--- src/rtl/bram_arb_pkg.sv ---
// Shared types and default constants for the BRAM ownership arbiter.
package bram_arb_pkg;

   localparam int DEF_ADDR_W    = 16;
   localparam int DEF_ROW_W     = 13;
   localparam int DEF_GUARD_CYC = 4;
   localparam int DEF_IMEM_ROWS = 5120;

   // Ownership phases: CPU and HOST own the BRAM.
   // RESUME and DRAIN are dead windows between owners.
   typedef enum logic [1:0] {
      ST_RESUME = 2'd0,
      ST_CPU    = 2'd1,
      ST_DRAIN  = 2'd2,
      ST_HOST   = 2'd3
   } arb_state_t;

endpackage

--- src/rtl/sync2.sv ---
// Two-flop synchroniser for a single asynchronous level into the clk domain.
module sync2 (
   input  logic clk,
   input  logic rst_n,
   input  logic i_d,
   output logic o_q
);

   logic r_meta;
   logic r_sync;

   // Metastability filter: first flop may go metastable, second resolves it.
   always_ff @(posedge clk or negedge rst_n) begin
      if (!rst_n) begin
         r_meta <= 1'b0;
         r_sync <= 1'b0;
      end else begin
         r_meta <= i_d;
         r_sync <= r_meta;
      end
   end

   assign o_q = r_sync;

endmodule

--- src/rtl/bram_arbiter.sv ---
// Hands a dual-port BRAM back and forth between the CPU and an external host.
// The CPU is held in reset whenever it does not own the memory, and every
// handoff passes through a GUARD_CYC-cycle dead window with all writes off.
// Optional build macro BRAM_ARB_IMEM_GUARD_EN: blocks CPU writes into the
// instruction-memory rows (below IMEM_ROWS) and raises a sticky fault.
module bram_arbiter
   import bram_arb_pkg::*;
#(
   parameter int ADDR_W    = DEF_ADDR_W,
   parameter int ROW_W     = DEF_ROW_W,
   parameter int GUARD_CYC = DEF_GUARD_CYC,
   parameter int IMEM_ROWS = DEF_IMEM_ROWS
) (
   input  logic              clk,
   input  logic              rst_n,
   input  logic              host_req,
   input  logic [ADDR_W-1:0] cpu_addra,
   input  logic [ADDR_W-1:0] cpu_addrb,
   input  logic [3:0]        cpu_web,
   input  logic [31:0]       cpu_dib,
   input  logic [ADDR_W-1:0] mem_addra,
   input  logic [ADDR_W-1:0] mem_addrb,
   input  logic [3:0]        mem_wea,
   input  logic [31:0]       mem_dia,
   output logic [ROW_W-1:0]  row_a,
   output logic [ROW_W-1:0]  row_b,
   output logic [3:0]        wea,
   output logic [3:0]        web,
   output logic [31:0]       dia,
   output logic [31:0]       dib,
   output logic              cpu_rst_n,
   output logic              mem_grant,
   output logic              fault
);

   localparam int                CNT_W    = (GUARD_CYC > 1) ? $clog2(GUARD_CYC) : 1;
   localparam logic [CNT_W-1:0]  CNT_LAST = CNT_W'(GUARD_CYC - 1);

   arb_state_t        r_state;
   arb_state_t        w_state_next;
   logic [CNT_W-1:0]  r_cnt;
   logic [CNT_W-1:0]  w_cnt_next;
   logic              w_host_req_s;
   logic              r_cpu_rst_n;
   logic              r_mem_grant;
   logic [ROW_W-1:0]  w_cpu_row_a;
   logic [ROW_W-1:0]  w_cpu_row_b;
   logic [ROW_W-1:0]  w_mem_row_a;
   logic [ROW_W-1:0]  w_mem_row_b;
   logic [3:0]        w_cpu_web;

   sync2 u_sync_host_req (
      .clk   (clk),
      .rst_n (rst_n),
      .i_d   (host_req),
      .o_q   (w_host_req_s)
   );

   // Byte address to 32-bit word row; high bits beyond ROW_W are dropped.
   assign w_cpu_row_a = cpu_addra[ROW_W+1:2];
   assign w_cpu_row_b = cpu_addrb[ROW_W+1:2];
   assign w_mem_row_a = mem_addra[ROW_W+1:2];
   assign w_mem_row_b = mem_addrb[ROW_W+1:2];

   // Write data is never muxed; only the enables decide who actually writes.
   assign dia = mem_dia;
   assign dib = cpu_dib;

`ifdef BRAM_ARB_IMEM_GUARD_EN
   localparam logic [ROW_W-1:0] IMEM_LIMIT = ROW_W'(IMEM_ROWS);

   logic w_imem_hit;
   logic r_fault;

   assign w_imem_hit = (w_cpu_row_b < IMEM_LIMIT);
   assign w_cpu_web  = w_imem_hit ? 4'h0 : cpu_web;

   // Remember any CPU attempt to write instruction memory until next reset.
   always_ff @(posedge clk or negedge rst_n) begin
      if (!rst_n) begin
         r_fault <= 1'b0;
      end else if ((r_state == ST_CPU) && (cpu_web != 4'h0) && w_imem_hit) begin
         r_fault <= 1'b1;
      end
   end

   assign fault = r_fault;
`else
   assign w_cpu_web = cpu_web;
   assign fault     = 1'b0;
`endif

   // State, guard counter and the registered ownership outputs.
   always_ff @(posedge clk or negedge rst_n) begin
      if (!rst_n) begin
         r_state     <= ST_RESUME;
         r_cnt       <= '0;
         r_cpu_rst_n <= 1'b0;
         r_mem_grant <= 1'b0;
      end else begin
         r_state     <= w_state_next;
         r_cnt       <= w_cnt_next;
         r_cpu_rst_n <= (w_state_next == ST_CPU);
         r_mem_grant <= (w_state_next == ST_HOST);
      end
   end

   // Next-state logic; guard windows run a fixed length and ignore host_req.
   always_comb begin
      w_state_next = r_state;
      w_cnt_next   = '0;
      unique case (r_state)
         ST_RESUME: begin
            if (r_cnt == CNT_LAST) begin
               w_state_next = ST_CPU;
            end else begin
               w_cnt_next = r_cnt + 1'b1;
            end
         end
         ST_CPU: begin
            if (w_host_req_s) begin
               w_state_next = ST_DRAIN;
            end
         end
         ST_DRAIN: begin
            if (r_cnt == CNT_LAST) begin
               w_state_next = ST_HOST;
            end else begin
               w_cnt_next = r_cnt + 1'b1;
            end
         end
         ST_HOST: begin
            if (!w_host_req_s) begin
               w_state_next = ST_RESUME;
            end
         end
         default: begin
            w_state_next = ST_RESUME;
         end
      endcase
   end

   // Row and enable muxing straight from the current owner; writes are off
   // in both guard windows so a reset (which forces RESUME) kills them at once.
   always_comb begin
      row_a = w_cpu_row_a;
      row_b = w_cpu_row_b;
      wea   = 4'h0;
      web   = 4'h0;
      unique case (r_state)
         ST_CPU: begin
            web = w_cpu_web;
         end
         ST_HOST: begin
            row_a = w_mem_row_a;
            row_b = w_mem_row_b;
            wea   = mem_wea;
         end
         default: begin
            row_a = w_cpu_row_a;
            row_b = w_cpu_row_b;
         end
      endcase
   end

   assign cpu_rst_n = r_cpu_rst_n;
   assign mem_grant = r_mem_grant;

endmodule

--- config.mk ---
export PLATFORM = sky130hd
export DESIGN_NAME = bram_arbiter
export DESIGN_NICKNAME = d
export VERILOG_FILES = /design/src/rtl/bram_arb_pkg.sv /design/src/rtl/sync2.sv /design/src/rtl/bram_arbiter.sv
export SDC_FILE = /design/constraint.sdc
export NUM_CORES = 1
export LEC_CHECK = 0
export BUFFER_PORTS_ARGS = -buffer_cell sky130_fd_sc_hd__clkbuf_2
export CORE_AREA = 2 2 94 96
export DETAILED_ROUTE_END_ITERATION = 12
export DIE_AREA = 0 0 96 98
export GPL_ROUTABILITY_DRIVEN = 0
export HOLD_SLACK_MARGIN = 0.06
export PLACE_DENSITY_LB_ADDON = 0.12
export SETUP_SLACK_MARGIN = 0.5
export SLEW_MARGIN = 0
export SYNTH_ARGS = -nofsm -noshare
export SYNTH_HDL_FRONTEND = slang
export SYNTH_SLANG_ARGS = --single-unit
--- constraint.sdc ---
create_clock -name clk -period 1.5 [get_ports clk]
set_input_delay 0.3 -clock clk [delete_from_list [all_inputs] [get_ports clk]]
set_output_delay 0.3 -clock clk [all_outputs]
set_load 0.005 [all_outputs]
==> flow_metrics.tcl <==
set metrics [dict create \
    status "complete, but fails checks" \
    violations "setup timing" \
    worst-r2r-setup-slack_ns 0.27 \
    hp-class "in2reg" \
    grt_max_degree 14 \
    rsz0062_at_grt "yes" \
    synth_top_cell_area_share_pct 38.73 \
    wl_per_cell_um 13.22 \
    grt_pass1_wl_um 4740 \
    first_global_vias 903 \
    synth_xor_xnor_area_share_pct 0.6951 \
    yosysWarnings 0 \
    utilization_pct 19.11 \
    critPathMaxFanout 13 \
    start_util_pct 14.88 \
    synthesis.nets 266 \
    comb_power_share_pct 63.2 \
    mostFrequentLayoutCell "clkbuf_2" \
    setup_ws_ns -0.1587 \
    setup.worst_path.start_class "flop" \
    dr.pass1.iters 2 \
    synthTopCellsByArea "buf_4, mux2_4, dfrtp_1, mux2_2, buf_12" \
    synthSimpleGateAreaFrac_pct 7.150 \
    crit_slowest_cell "dfrtp_2" \
    power_frac_clock_pct 14.7 \
    synth_mux_area_share_pct 29.20 \
    htreeDepth 1 \
    die-area_um2 9408 \
    routed-via-count 945 \
    dpl-instance-area_um2 1366 \
    synth_area_per_cell_um2 10.00 \
    die_y_um 98 \
    cp-startpoint "r_state[1]" \
    swShare_pct 34.90 \
    min_delay_worst_endpoint "u_sync_host_req.r_meta" \
    vdd_drop_max_mv 0.5187 \
    drt_wl_total_um 3676 \
    cts_sinks 8 \
    r2r-end "mem_grant" \
    critPathKind "reg2out" \
    core-area_um2 8466 \
    fin_crit_sh_pct 110.6 \
    post-place-ws_ns 0.01785 \
    clock_skew_ns 0.004528 \
    ant_nets 0 \
    cts-buffers-inserted 3 \
    synthCells 126 \
    die_w_um 96 \
    grt_usage_pct 6.593 \
    cp.required_ns 1.20 \
    cts.clk_slew.worst_paths_ns 0.04 \
    fmax_ghz 0.6029 \
    cap_viol_max_count 0 \
    finalSetupTns_ns -4.273 \
    clockRootBuffer "clkbuf_8" \
    min_from "host_req" \
    powerDensity_nw_per_um2 1110 \
    yosysTopAreaCell "buf_4" \
    p_leak_uw 0.0009218 \
    pwr-share-seq_pct 22.1 \
    fin_crit_ns 1.659 \
    total_power_uw 1796 \
    crit_arrival_ns 1.36 \
    path_cells "nand2_8 > mux2_2 > clkbuf_2" \
    rows 34 \
    portBuffers 98 \
    clockBufferDepth 2 \
    synth_compound_area_share_pct 1.986 \
    area_growth_pct 28.40 \
    cp-end-kind "primary output" \
    grt.overflow.total 0 \
    syn-cell-area_um2 1260 \
    finalNetCount 311 \
    synth_cell_types 22 \
    drc 0 \
    p_int_uw 1169 \
    rr_worst_depth 5 \
    synthAdderAreaFrac_pct 0.9930 \
    vias_per_cell 3.399 \
    cts_tree "yes" \
    synth_seq_cells 8 \
    design_area_um2 1618 \
    antenna_found_initial 0 \
    maxSlewViolCount 0 \
    yosysSeqAreaShare_pct 15.89 \
    setup_viol 34 \
    r2r-start "r_state[0]" \
    dp_hpwl_um 2931 \
    hold_path_depth 1 \
    power_switching_uw 626.9 \
    hold_viol 0 \
    layout_common_cells "clkbuf_2, mux2_4, buf_6" \
    io_pins 240 \
    drive_gt1_share_pct 90.00 \
    clock_latency_ns 0.23 \
    cpPeakStageDelay_ns 0.49 \
    drtIter0Drc 7 \
    diodes 0 \
    synth_top_family_by_area "buffers and inverters" \
]
[power by group through the flow]
stage	combinational, µW	sequential [µW]	clock [µW]
2_1_floorplan	715	329	0
3_5_place_dp	836	351	0
4_1_cts	999	399	277
3_3_place_gp	844	350	0
6_report	1130	397	265
5_1_grt	1230	407	289
[final cells by class]
| type | instances | area [µm²] |
|---|---|---|
| sequential | 8 | 202.7 |
| multi-input combinational | 48 | 598.1 |
| tap | 108 | 135.1 |
| timing repair buffer | 108 | 626.9 |
| clock buffer | 4 | 45.04 |
| fill | 942 | 6848 |
| inverter | 2 | 10.01 |
[worst max-delay path: cells and delay by family, from the launching register on]
family	cells	cell delay [ns]
buffers and inverters	1	0.11
AND/OR/NAND/NOR	1	0.18
multiplexers	1	0.35
flip-flops	1	0.49
[metrics by stage]
stage	hold WS, ns	cells
after floorplan	0.004409	126
after global placement	0.1684	265
after detailed placement	0.1627	265
after CTS	0.1763	274
after global routing	0.1755	278
final	0.1794	278
[flip-flops by register name, summed over array words and instances, names as in the netlist]
name,cells
u_sync_host_req.r_meta,1
u_sync_host_req.o_q,1
r_state,2
cpu_rst_n,1
mem_grant,1
r_cnt,2
[per-layer routing]
| layer | global-route usage, % | wire (µm) | vias up |
|---|---|---|---|
| li1 | - | - | 431 |
| met1 | 7.049 | 1344 | 414 |
| met2 | 11.43 | 1773 | 96 |
| met3 | 3.164 | 542 | 4 |
| met4 | 1.758 | 16 | 0 |
| met5 | 0 | 0 | - |
[kinds of logic after synthesis]
kind of cell | count (synthesis)
adders and majority gates | 1
AOI/OAI and AO/OA | 4
and+or+nand+nor | 14
xor gates and xnor gates | 1
DFF | 8
other | 1
buffers and inverters | 71
muxes | 26
[synth_stat cells (all sizes together)]
cell and number:
xor2 1, and2 4, inv 2, and2b 1, nand2 2, nor3 1
and3 4, conb 1, mux2 26, buf 69, o211a 1, nor2b 1
nand2b 1, a21oi 1, o21ai 2, dfrtp 8, ha 1
[how the worst max path moves through the flow]
stage | endpoint | slack, ns
after floorplan | row_a[10] | 0.19
after global placement | row_a[2] | 0.02
after detailed placement | row_b[12] | 0.02
after CTS | row_a[2] | -0.18
after global routing | row_a[0] | -0.21
final | row_a[2] | -0.16
[what timing repair did]
action / in CTS / in global routing
hold endpoints to repair: 8 / 0
cloned: 1 / 0
buffers inserted: 3 / 4
pin swaps: 3 / 7
gates resized for setup: 16 / 18
setup endpoints to repair: 38 / 41
hold buffers: 1 / 0
Power figures use the tool's default switching activity.
